$ cat src/rtl/apb_mem_pkg.sv
// Shared types and constants for the APB memory completer.
package apb_mem_pkg;

    typedef enum logic [1:0] {IDLE, WAIT, RESP} state_t;

    localparam logic RESP_OKAY = 1'b0;
    localparam logic RESP_ERR  = 1'b1;

    // The write-counter register sits immediately above the last memory word.
    function automatic int unsigned cnt_addr(input int unsigned depth);
        return depth;
    endfunction

endpackage

$ cat src/rtl/apb_mem_array.sv
// Single-port word array: byte-enabled synchronous write, asynchronous read.
module apb_mem_array #(
    parameter int DATA_W = 32,
    parameter int DEPTH  = 128,
    parameter int AW     = $clog2(DEPTH)
) (
    input  logic                clk_i,
    input  logic                we_i,
    input  logic [AW-1:0]       addr_i,
    input  logic [DATA_W-1:0]   wdata_i,
    input  logic [DATA_W/8-1:0] strb_i,
    output logic [DATA_W-1:0]   rdata_o
);

    logic [DATA_W-1:0] mem_q [DEPTH];

    always_ff @(posedge clk_i) begin
        if (we_i) begin
            for (int b = 0; b < DATA_W/8; b++) begin
                if (strb_i[b]) mem_q[addr_i][8*b +: 8] <= wdata_i[8*b +: 8];
            end
        end
    end

    assign rdata_o = mem_q[addr_i];

endmodule

$ cat src/rtl/apb_mem_slave.sv
// APB completer: word memory, byte strobes, programmable wait states,
// error response above the counter register, and a readable write counter.
//   state | meaning
//   IDLE  | waiting for a setup cycle
//   WAIT  | access phase, PREADY low while the wait counter runs down
//   RESP  | response loaded, PREADY high until completion or abort
module apb_mem_slave
    import apb_mem_pkg::*;
#(
    parameter int DATA_W      = 32,
    parameter int ADDR_W      = 32,
    parameter int DEPTH       = 128,
    parameter int WAIT_STATES = 0
) (
    input  logic                PCLK,
    input  logic                PRESET,
    input  logic                PSEL,
    input  logic                PENABLE,
    input  logic                PWRITE,
    input  logic [ADDR_W-1:0]   PRWADDR,
    input  logic [DATA_W-1:0]   PRWDATA,
    input  logic [DATA_W/8-1:0] PSTRB,
    output logic [DATA_W-1:0]   PRDATA,
    output logic                PREADY,
    output logic                PSLVERR
);

    localparam int                AW       = $clog2(DEPTH);
    localparam logic [ADDR_W-1:0] CNT_ADDR = ADDR_W'(cnt_addr(DEPTH));
    localparam logic [3:0]        WS       = 4'(WAIT_STATES);

    state_t            state_q;
    logic [3:0]        cnt_q;
    logic [DATA_W-1:0] wr_cnt_q;
    logic [DATA_W-1:0] prdata_q;
    logic              pready_q;
    logic              pslverr_q;

    logic [DATA_W-1:0] mem_rdata;
    logic [DATA_W-1:0] resp_data_d;
    logic              resp_err_d;
    logic              is_mem, is_cnt, is_err;
    logic              done, mem_we;

    always_comb begin
        is_mem      = PRWADDR < CNT_ADDR;
        is_cnt      = PRWADDR == CNT_ADDR;
        is_err      = PRWADDR > CNT_ADDR;
        resp_err_d  = is_err ? RESP_ERR : RESP_OKAY;
        resp_data_d = '0;
        if (!PWRITE) begin
            if (is_mem)      resp_data_d = mem_rdata;
            else if (is_cnt) resp_data_d = wr_cnt_q;
        end
    end

    assign done   = (state_q == RESP) && PSEL && PENABLE && pready_q;
    assign mem_we = done && PWRITE && is_mem;

    apb_mem_array #(
        .DATA_W (DATA_W),
        .DEPTH  (DEPTH),
        .AW     (AW)
    ) u_array (
        .clk_i   (PCLK),
        .we_i    (mem_we),
        .addr_i  (PRWADDR[AW-1:0]),
        .wdata_i (PRWDATA),
        .strb_i  (PSTRB),
        .rdata_o (mem_rdata)
    );

    always_ff @(posedge PCLK or negedge PRESET) begin
        if (!PRESET) begin
            state_q   <= IDLE;
            cnt_q     <= '0;
            wr_cnt_q  <= '0;
            prdata_q  <= '0;
            pready_q  <= 1'b0;
            pslverr_q <= RESP_OKAY;
        end else begin
            case (state_q)
                IDLE: begin
                    // PENABLE without a preceding setup cycle is ignored here.
                    if (PSEL && !PENABLE) begin
                        cnt_q <= WS;
                        if (WS == 4'd0) begin
                            state_q   <= RESP;
                            pready_q  <= 1'b1;
                            pslverr_q <= resp_err_d;
                            prdata_q  <= resp_data_d;
                        end else begin
                            state_q <= WAIT;
                        end
                    end
                end
                WAIT: begin
                    if (!PSEL) begin
                        state_q <= IDLE;
                    end else begin
                        cnt_q <= cnt_q - 4'd1;
                        if (cnt_q <= 4'd1) begin
                            state_q   <= RESP;
                            pready_q  <= 1'b1;
                            pslverr_q <= resp_err_d;
                            prdata_q  <= resp_data_d;
                        end
                    end
                end
                RESP: begin
                    if (!PSEL || done) begin
                        if (done && PWRITE && is_cnt) begin
                            wr_cnt_q <= '0;
                        end else if (mem_we && (|PSTRB)) begin
                            wr_cnt_q <= wr_cnt_q + DATA_W'(1);
                        end
                        state_q   <= IDLE;
                        pready_q  <= 1'b0;
                        pslverr_q <= RESP_OKAY;
                        prdata_q  <= '0;
                    end
                end
                default: state_q <= IDLE;
            endcase
        end
    end

    assign PRDATA  = prdata_q;
    assign PREADY  = pready_q;
    assign PSLVERR = pslverr_q;

endmodule

$ cat config.mk
export PLATFORM = sky130hd
export DESIGN_NAME = apb_mem_slave
export DESIGN_NICKNAME = d
export VERILOG_FILES = /design/src/rtl/apb_mem_pkg.sv /design/src/rtl/apb_mem_array.sv /design/src/rtl/apb_mem_slave.sv
export SDC_FILE = /design/constraint.sdc
export NUM_CORES = 2
export LEC_CHECK = 0
export CORE_UTILIZATION = 45
export DETAILED_ROUTE_END_ITERATION = 8
export PLACE_DENSITY_LB_ADDON = 0.3
export SYNTH_ARGS = -nofsm -noshare
export SYNTH_HDL_FRONTEND = slang
export SYNTH_SLANG_ARGS = --single-unit
$ cat constraint.sdc
create_clock -name PCLK -period 2.6 [get_ports PCLK]
set_input_delay 0.52 -clock PCLK [delete_from_list [all_inputs] [get_ports PCLK]]
set_output_delay 0.52 -clock PCLK [all_outputs]
set_load 0.01 [all_outputs]
=== Yosys cells after proc, flatten, opt, wreduce, memory -nomap -nowiden ===
Memory sizes are Yosys's and may differ from the RTL's.
Cells that the tools add are included.

* Register bits after elaboration: 72
* Memory bits (writable): 4096
* Input bits: 73
* Output and inout port bits: 34
* Logic and storage cells: 80
* Memories kept: 1

{| class="wikitable"
|+ Memories
! memory !! depth !! width !! rd ports !! clocked after memory_dff !! write ports !! line !! text
|-
| u_array.mem_q || 128 || 32 || 1 || 0 || 1 || apb_mem_array.sv:15 || <nowiki>logic [DATA_W-1:0] mem_q [DEPTH];</nowiki>
|}

* $add $sub $neg: 2
* Order comparisons: 3
* Equality and inequality tests: 8
* Muxes and demuxes: 40
* Reduce and logical (&&, ||, !) cells: 20

{| class="wikitable"
|+ Operators with widths
! cell !! number
|-
| 32-bit two-way mux || 9
|-
| 32-bit case mux with 3 select lines || 1
|-
| 32-bit by 1-bit adder with 32-bit output (second input constant) || 1
|-
| 32-bit by 8-bit == test with 1-bit output (second input constant) || 1
|-
| 32-bit by 8-bit > comparator with 1-bit output (second input constant) || 1
|-
| 32-bit by 8-bit < comparator with 1-bit output (second input constant) || 1
|-
| 1-bit two-way mux || 20
|-
| 3-bit AND reduction || 3
|-
| 1-bit logical AND || 8
|-
| 2-bit two-way mux || 4
|-
| 4-bit two-way mux || 2
|-
| 4-bit case mux with 2 select lines || 1
|-
| 2-bit inequality test (second input constant) || 3
|-
| 1-bit case mux with 3 select lines || 2
|-
| 2-bit case mux with 3 select lines || 1
|-
| 5-bit AND reduction || 1
|-
| 4-bit by 1-bit less-or-equal comparator with 1-bit output (second input constant) || 1
|-
| 2-bit nonzero test || 2
|-
| 4-bit OR reduction || 1
|-
| 4-bit by 1-bit subtractor with 4-bit output (second input constant) || 1
|-
| 3-bit inequality test (second input constant) || 1
|-
| 3-bit nonzero test || 1
|-
| 2-bit by 1-bit == test with 1-bit output (second input constant) || 1
|-
| 2-bit == test (second input constant) || 1
|-
| other kinds (4) || 5
|}

=== Longest topological paths before layout ===
* Depth in word-level cells: 9
* Depth in mapped cells: 11
* Mapped depth without buffers: 7

=== Modules after synthesis ===
Synthesis repeated with hierarchy kept, for this count alone.

* Cells, all modules: 9974
* Area, all modules: 161593.7 um^2

{| class="wikitable"
|+ By module, submodules not included
! module !! instances !! cells each !! area each (um^2) !! seq. area each (um^2)
|-
| apb_mem_array || 1 || 9568 || 158046.6 || 122998.0
|-
| apb_mem_slave || 1 || 406 || 3547.2 || 1651.6
|}

=== Least setup slack after synthesis ===
Ideal clock, no wire load.

* Path type: input -> register
* Start: in PRWADDR[2]
* End: mem u_array.mem_q[36][0], enable pin
* Setup time: 370 ps
* Arrival time: 2768 ps
* Required time: 2230 ps
* Slack: -538 ps
* Stages on the path: 9
* Cell sequence: buf_2 -> buf_2 -> buf_2 -> buf_2 -> buf_2 -> nor3b_1 -> buf_2 -> nand2_1 -> nor2_1

* Longest elaborated chain between the ends: 4

{| class="wikitable"
|+ Ends and longest elaborated chain
! item !! line !! text
|-
| start, declared || apb_mem_slave.sv:20 || <nowiki>input logic [ADDR_W-1:0] PRWADDR,</nowiki>
|-
| 32-bit by 8-bit < comparator with 1-bit output || apb_mem_slave.sv:46 || <nowiki>is_mem = PRWADDR < CNT_ADDR;</nowiki>
|-
| 1-bit logical AND || apb_mem_slave.sv:58 || <nowiki>assign mem_we = done && PWRITE && is_mem;</nowiki>
|-
| 1-bit two-way mux || apb_mem_array.sv:18 || <nowiki>if (we_i) begin</nowiki>
|-
| 1-bit two-way mux (not written as such) || apb_mem_array.sv:20 || <nowiki>if (strb_i[b]) mem_q[addr_i][8*b +: 8] <= wdata_i[8*b +: 8];</nowiki>
|-
| end, declared || apb_mem_array.sv:15 ||
|}

Several ways; a longest one is shown, not always the timed one.

=== Worst setup path in the final report ===
* Start: in PRWADDR[0]
* End: reg prdata_q[1] (netlist: PRDATA[1])

* Longest elaborated chain between the ends: 7

{| class="wikitable"
|+ Ends and longest elaborated chain
! item !! line !! text
|-
| branches (longest 2 deep; another with 32-bit by 8-bit < comparator with 1-bit output) || - ||
|-
| 32-bit two-way mux * || apb_mem_slave.sv:52 || <nowiki>if (is_mem) resp_data_d = mem_rdata;</nowiki>
|-
| 32-bit two-way mux * || apb_mem_slave.sv:51 || <nowiki>if (!PWRITE) begin</nowiki>
|-
| 32-bit two-way mux || apb_mem_slave.sv:102 || <nowiki>if (cnt_q <= 4'd1) begin</nowiki>
|-
| 32-bit two-way mux || apb_mem_slave.sv:98 || <nowiki>if (!PSEL) begin</nowiki>
|-
| 32-bit case mux with 3 select lines * || apb_mem_slave.sv:82 || <nowiki>case (state_q)</nowiki>
|-
| end signal, assigned || apb_mem_slave.sv:91 || <nowiki>prdata_q <= resp_data_d;</nowiki>
|-
| end signal, assigned || apb_mem_slave.sv:106 || <nowiki>prdata_q <= resp_data_d;</nowiki>
|-
| end, declared || apb_mem_slave.sv:35 || <nowiki>logic [DATA_W-1:0] prdata_q;</nowiki>
|}

Mark *: on every way between the ends. The select of a mux whose other input is x is not followed.
A chain may end at the register's enable or synchronous reset.

==> summary by stage <==
Yosys
Of the total synthesized cell area, the portion taken by AND, OR, NAND and NOR gates is 0.0333. The net count of the mapped netlist is about 9300. The flip-flop cell with the highest count after synthesis is edfxtp_1. In this run, synthesis produced a sequential element count of 4162.

The cell count after synthesis is 9262. The distinct cell type count of the synthesized netlist is 51. The area share of xor/xnor cells in the synthesized design is 0.000865. The synthesized cell area is 162000 um^2. The adder-cell share of the synthesized area is 0.0000772. For this run, the number of Yosys warnings is 0. The proportion of register bits with asynchronous set or reset after synthesis is 0.0159. The mean instance size in the synthesized netlist is 17.5 um^2. Counting flops with a built-in enable in the synthesized netlist gives approximately 4100.

The sequential element share of the synthesized area is 0.769. The main combinational cell family by area after synthesis is multiplexers. The multiplexer share of the synthesized area is 0.126. The fraction of the mapped netlist area in compound gates is 0.0565.

Worst setup path
Tracing the worst setup path back leads to its startpoint at PRWADDR[0]. STA classifies the critical path endpoint as a flop. The worst setup slack for register-to-register paths is roughly 0.080 ns. In this run the worst path has a maximum fanout of 16. The worst register-to-register path ends at u_array.mem_q[93][23]$_DFFE_PP_. Data arrives at the worst endpoint at 3.48 ns. The delay contributed by the slowest stage of the critical path is 0.53 ns.

Traced cell by cell, the critical path runs through clkdlybuf4s50_1, buf_12, nor4_2, buf_12, buf_12, buf_4, a22oi_1, nand4_1, nor2_1, o2111ai_1, o21ai_1. The critical path class is in2reg. On the critical path, the stage with the largest delay is an instance of clkdlybuf4s50_1.

The critical path ends at PRDATA[1]$_DFFE_PN0P_. The data required time of the critical path is 3.45 ns. In this design, the critical path's most frequently occurring cell is buf_12. The worst setup path is launched from an input pin. The number of cell instances on the worst register-to-register path is 9. The worst register-to-register path begins at state_q[1]$_DFFE_PN0P_.

Clock network
TritonCTS built the clock tree. The clock-pin slew on the worst setup and hold paths is 0.06 ns. The buffer type at the clock tree root is clkbuf_16.

The maximum number of buffers from clock root to sink is 4. The H-tree level count is 5. The insertion delay of the later-clocked pin in the worst-skew pair is 1.01 ns.

The number of buffers created by CTS is around 420. The number of sinks on the clock net is between 4000 and 5000.

Power and ir drop
The overall power consumption is approximately 140000 uW. The switching power total is 29700 uW. The worst voltage drop across the vdd grid is 663 uV. The relative contribution of combinational cells to total power is 0.047. The fraction of power consumed by sequential logic is 0.526.

The switching share of total power is 0.212. Internal power comes to 110000 uW. The total power density per cell area is 710 nW/um^2. The clock network fraction of total power is 0.427.

The reported leakage power is 0.0696 uW.

GRT
Entering global routing, the biggest net connects 129 pins. The number of global-route vias before repair came to approximately 92000. The total overflow left after global routing is 0. For this run, the total global-route usage over all layers was measured as 0.274. The first global-routing pass estimated 699000 um of wire.

The initial antenna violation count is 31.

STA
The worst path setup slack after routing is -0.0308 ns. The sum of negative setup slack is -0.0426 ns. The final number of hold-violating endpoints is 0.

Setup violations remaining at the end of the flow were counted as 2. The worst path in the final design needs a cycle of 2.63 ns, including I/O delays and setup. Setup repair after global routing left no endpoint under its margin. On the final layout, the worst clock skew is 0.0835 ns. For the pin with the worst max-slew slack, the measured transition is 0.812 ns. The max-slew violation total from the final report came to 0. The final worst hold slack is 0.0847 ns.

The final cycle utilization of the critical path is 1.01. The worst slew margin relative to its limit is 0.458. The maximum clock frequency is 380 MHz.

Floorplan
The die height is 602 um. During I/O placement, the number of pins put on the boundary was approximately 110. The die covers about 360000 um^2. The floorplan core area is about 360000 um^2.

The initial core utilization is 0.454. The floorplan step set the die width to 602 um. The floorplan has 219 rows.

Placed design
The routability congestion estimate is 1.03. The HPWL after detailed placement is 357000 um. Timing analysis after detailed placement gives a worst setup slack of -1.47 ns.

The number of buffers added on ports is 106. The post-placement cell count is 15000.

Route
The post-detailed-route via-to-cell ratio is 5.94. The detailed-route wire length is 506000 um. The final routed DRC violation total is 0. The number of detailed-route iterations in the first pass is 9. In the final routed layout, each cell accounts on average for 32.1 um.

The routed layout has between 90000 and 100k vias. The detail route stage leaves a number of antenna-violating nets equal to 0. The detailed router finished its first iteration with about 13000 violations.

Cells and area
Fill cells in the final layout number 27300. Compared with the post-synthesis result, the final layout area differs by 21.8%. The non-filler instance count after layout is 15800. The net count reported at finish is 10800. The fraction of layout cells with a size suffix above 1 is 0.213.

Outcome
The run finished, with violations left. The checks that failed: setup timing.

Worst hold path
The hold path startpoint is PRWDATA[27]. The worst hold path belongs to the class in2reg.

Run
The number of max-cap violations is 0.
[critical path, delay by kind of cell]
family	cells	cell delay, ns
AOI/OAI and AO/OA	3	0.61
buffers and inverters	5	1.38
and+or+nand+nor	3	0.89
[worst min-delay path by stage]
stage | to | slack (ns) | cells past startpoint
2_1_floorplan | PRDATA[0]$_DFFE_PN0P_ | 0.22 | 0
3_3_place_gp | PSLVERR$_DFFE_PN0P_ | 0.52 | 2
3_5_place_dp | PSLVERR$_DFFE_PN0P_ | 0.55 | 2
4_1_cts | u_array.mem_q[19][27]$_DFFE_PP_ | 0.02 | 1
5_1_grt | u_array.mem_q[23][27]$_DFFE_PP_ | 0.07 | 1
6_report | u_array.mem_q[19][27]$_DFFE_PP_ | 0.08 | 1
[repair_timing]
item,CTS,global route
resized for setup,72,18
setup endpoints to repair,52,37
cloned,0,0
buffers inserted,3,8
hold endpoints to repair,322,0
pin swaps,1,3
hold buffers,19,0
[metrics by stage]
stage               cell area, um^2  utilization
CTS                          197000        0.552
detailed placement           183000        0.513
finish                       197000        0.553
floorplan                    163000            -
global route                 197000        0.553
global placement             183000        0.513
[cell usage after synthesis, drive strengths merged, types with 3 or more instances]
cell type  count  share of area
and4b          4        0.00025
inv            6        0.00014
a21oi         12        0.00037
o221ai        14        0.00076
nor4bb         6        0.00037
clkbuf       443          0.010
nor2b          6        0.00023
buf          118         0.0033
nor3          11        0.00037
o41ai         56         0.0030
nor4b          4        0.00022
and3           6        0.00023
nand2b         5        0.00021
nand3         14        0.00043
o2111ai       18        0.00097
o21ai         44         0.0014
xnor2          5        0.00027
and4           4        0.00022
nand4        159         0.0062
or2            4        0.00015
nand2        371         0.0086
edfxtp      4096           0.76
nor2         618          0.014
or4            3        0.00014
mux2i       2048           0.13
xor2          11        0.00059
a22oi       1056          0.049
o22ai         13        0.00050
nor4          15        0.00067
or3            9        0.00035
dfrtp         66          0.010
o31ai          3        0.00014
and2           4        0.00015
[layout make-up]
type / instances / area, um^2 / share of cell area
diodes: 13 / 32.5 / 0.000165
inverters: 6 / 22.5 / 0.000114
well taps: 4751 / 5940 / 0.0301
repair buffers: 1563 / 16500 / 0.0836
clock inverters: 252 / 2700 / 0.0137
clock buffers: 514 / 10900 / 0.0553
flip-flops and latches: 4162 / 125000 / 0.632
multi-input cells: 4533 / 36500 / 0.185
[placed cells by master, fill, tap and decap left out, drive strengths merged, types with 6 or more instances in the layout]
cell	netlist	routed
dlygate4sd3	0	19
or3	9	9
nor4bb	6	6
clkbuf	443	514
nand4	159	159
nor2b	6	6
a22oi	1056	1056
o41ai	56	56
nand3	14	14
nor4	15	15
clkinvlp	0	8
edfxtp	4096	4096
o221ai	14	14
mux2i	2048	2048
a21oi	12	12
o22ai	13	13
dlygate4sd2	0	24
nand2	371	371
diode	0	13
dfrtp	66	66
o2111ai	18	18
xor2	11	11
clkinv	0	183
buf	118	1472
inv	6	22
o21ai	44	44
clkdlybuf4s50	0	48
bufinv	0	45
nor3	11	11
nor2	618	618
and3	6	6
[logic make-up after synthesis]
logic type,Yosys count
AOI/OAI and AO/OA,1222
xor gates and xnor gates,16
adders and majority gates,1
buffers and inverters,567
DFF,4162
muxes,2048
and+or+nand+nor,1246
[registers in the layout, indices dropped and copies added (netlist names)]
register / cells
PRDATA: 32
PSLVERR: 1
state_q: 1
u_array.mem_q: 4096
wr_cnt_q: 32
[routing by layer]
| metal | vias to the layer above | part of all wire | GRT usage |
|---|---|---|---|
| met5 | - | 0.00021 | 0 |
| met4 | 18 | 0.062 | 0.148 |
| met3 | 997 | 0.10 | 0.0680 |
| met2 | 4920 | 0.45 | 0.422 |
| met1 | 48100 | 0.38 | 0.358 |
| li1 | 39800 | - | - |
[power groups by stage]
stage	logic [uW]	clock network, uW	registers, uW
4_1_cts	6480	60400	73600
5_1_grt	6790	62800	73600
6_report	6560	59800	73600
3_5_place_dp	6420	0	75100
3_3_place_gp	6320	0	75100
2_1_floorplan	2710	0	75100
Power figures use the tool's default switching activity.
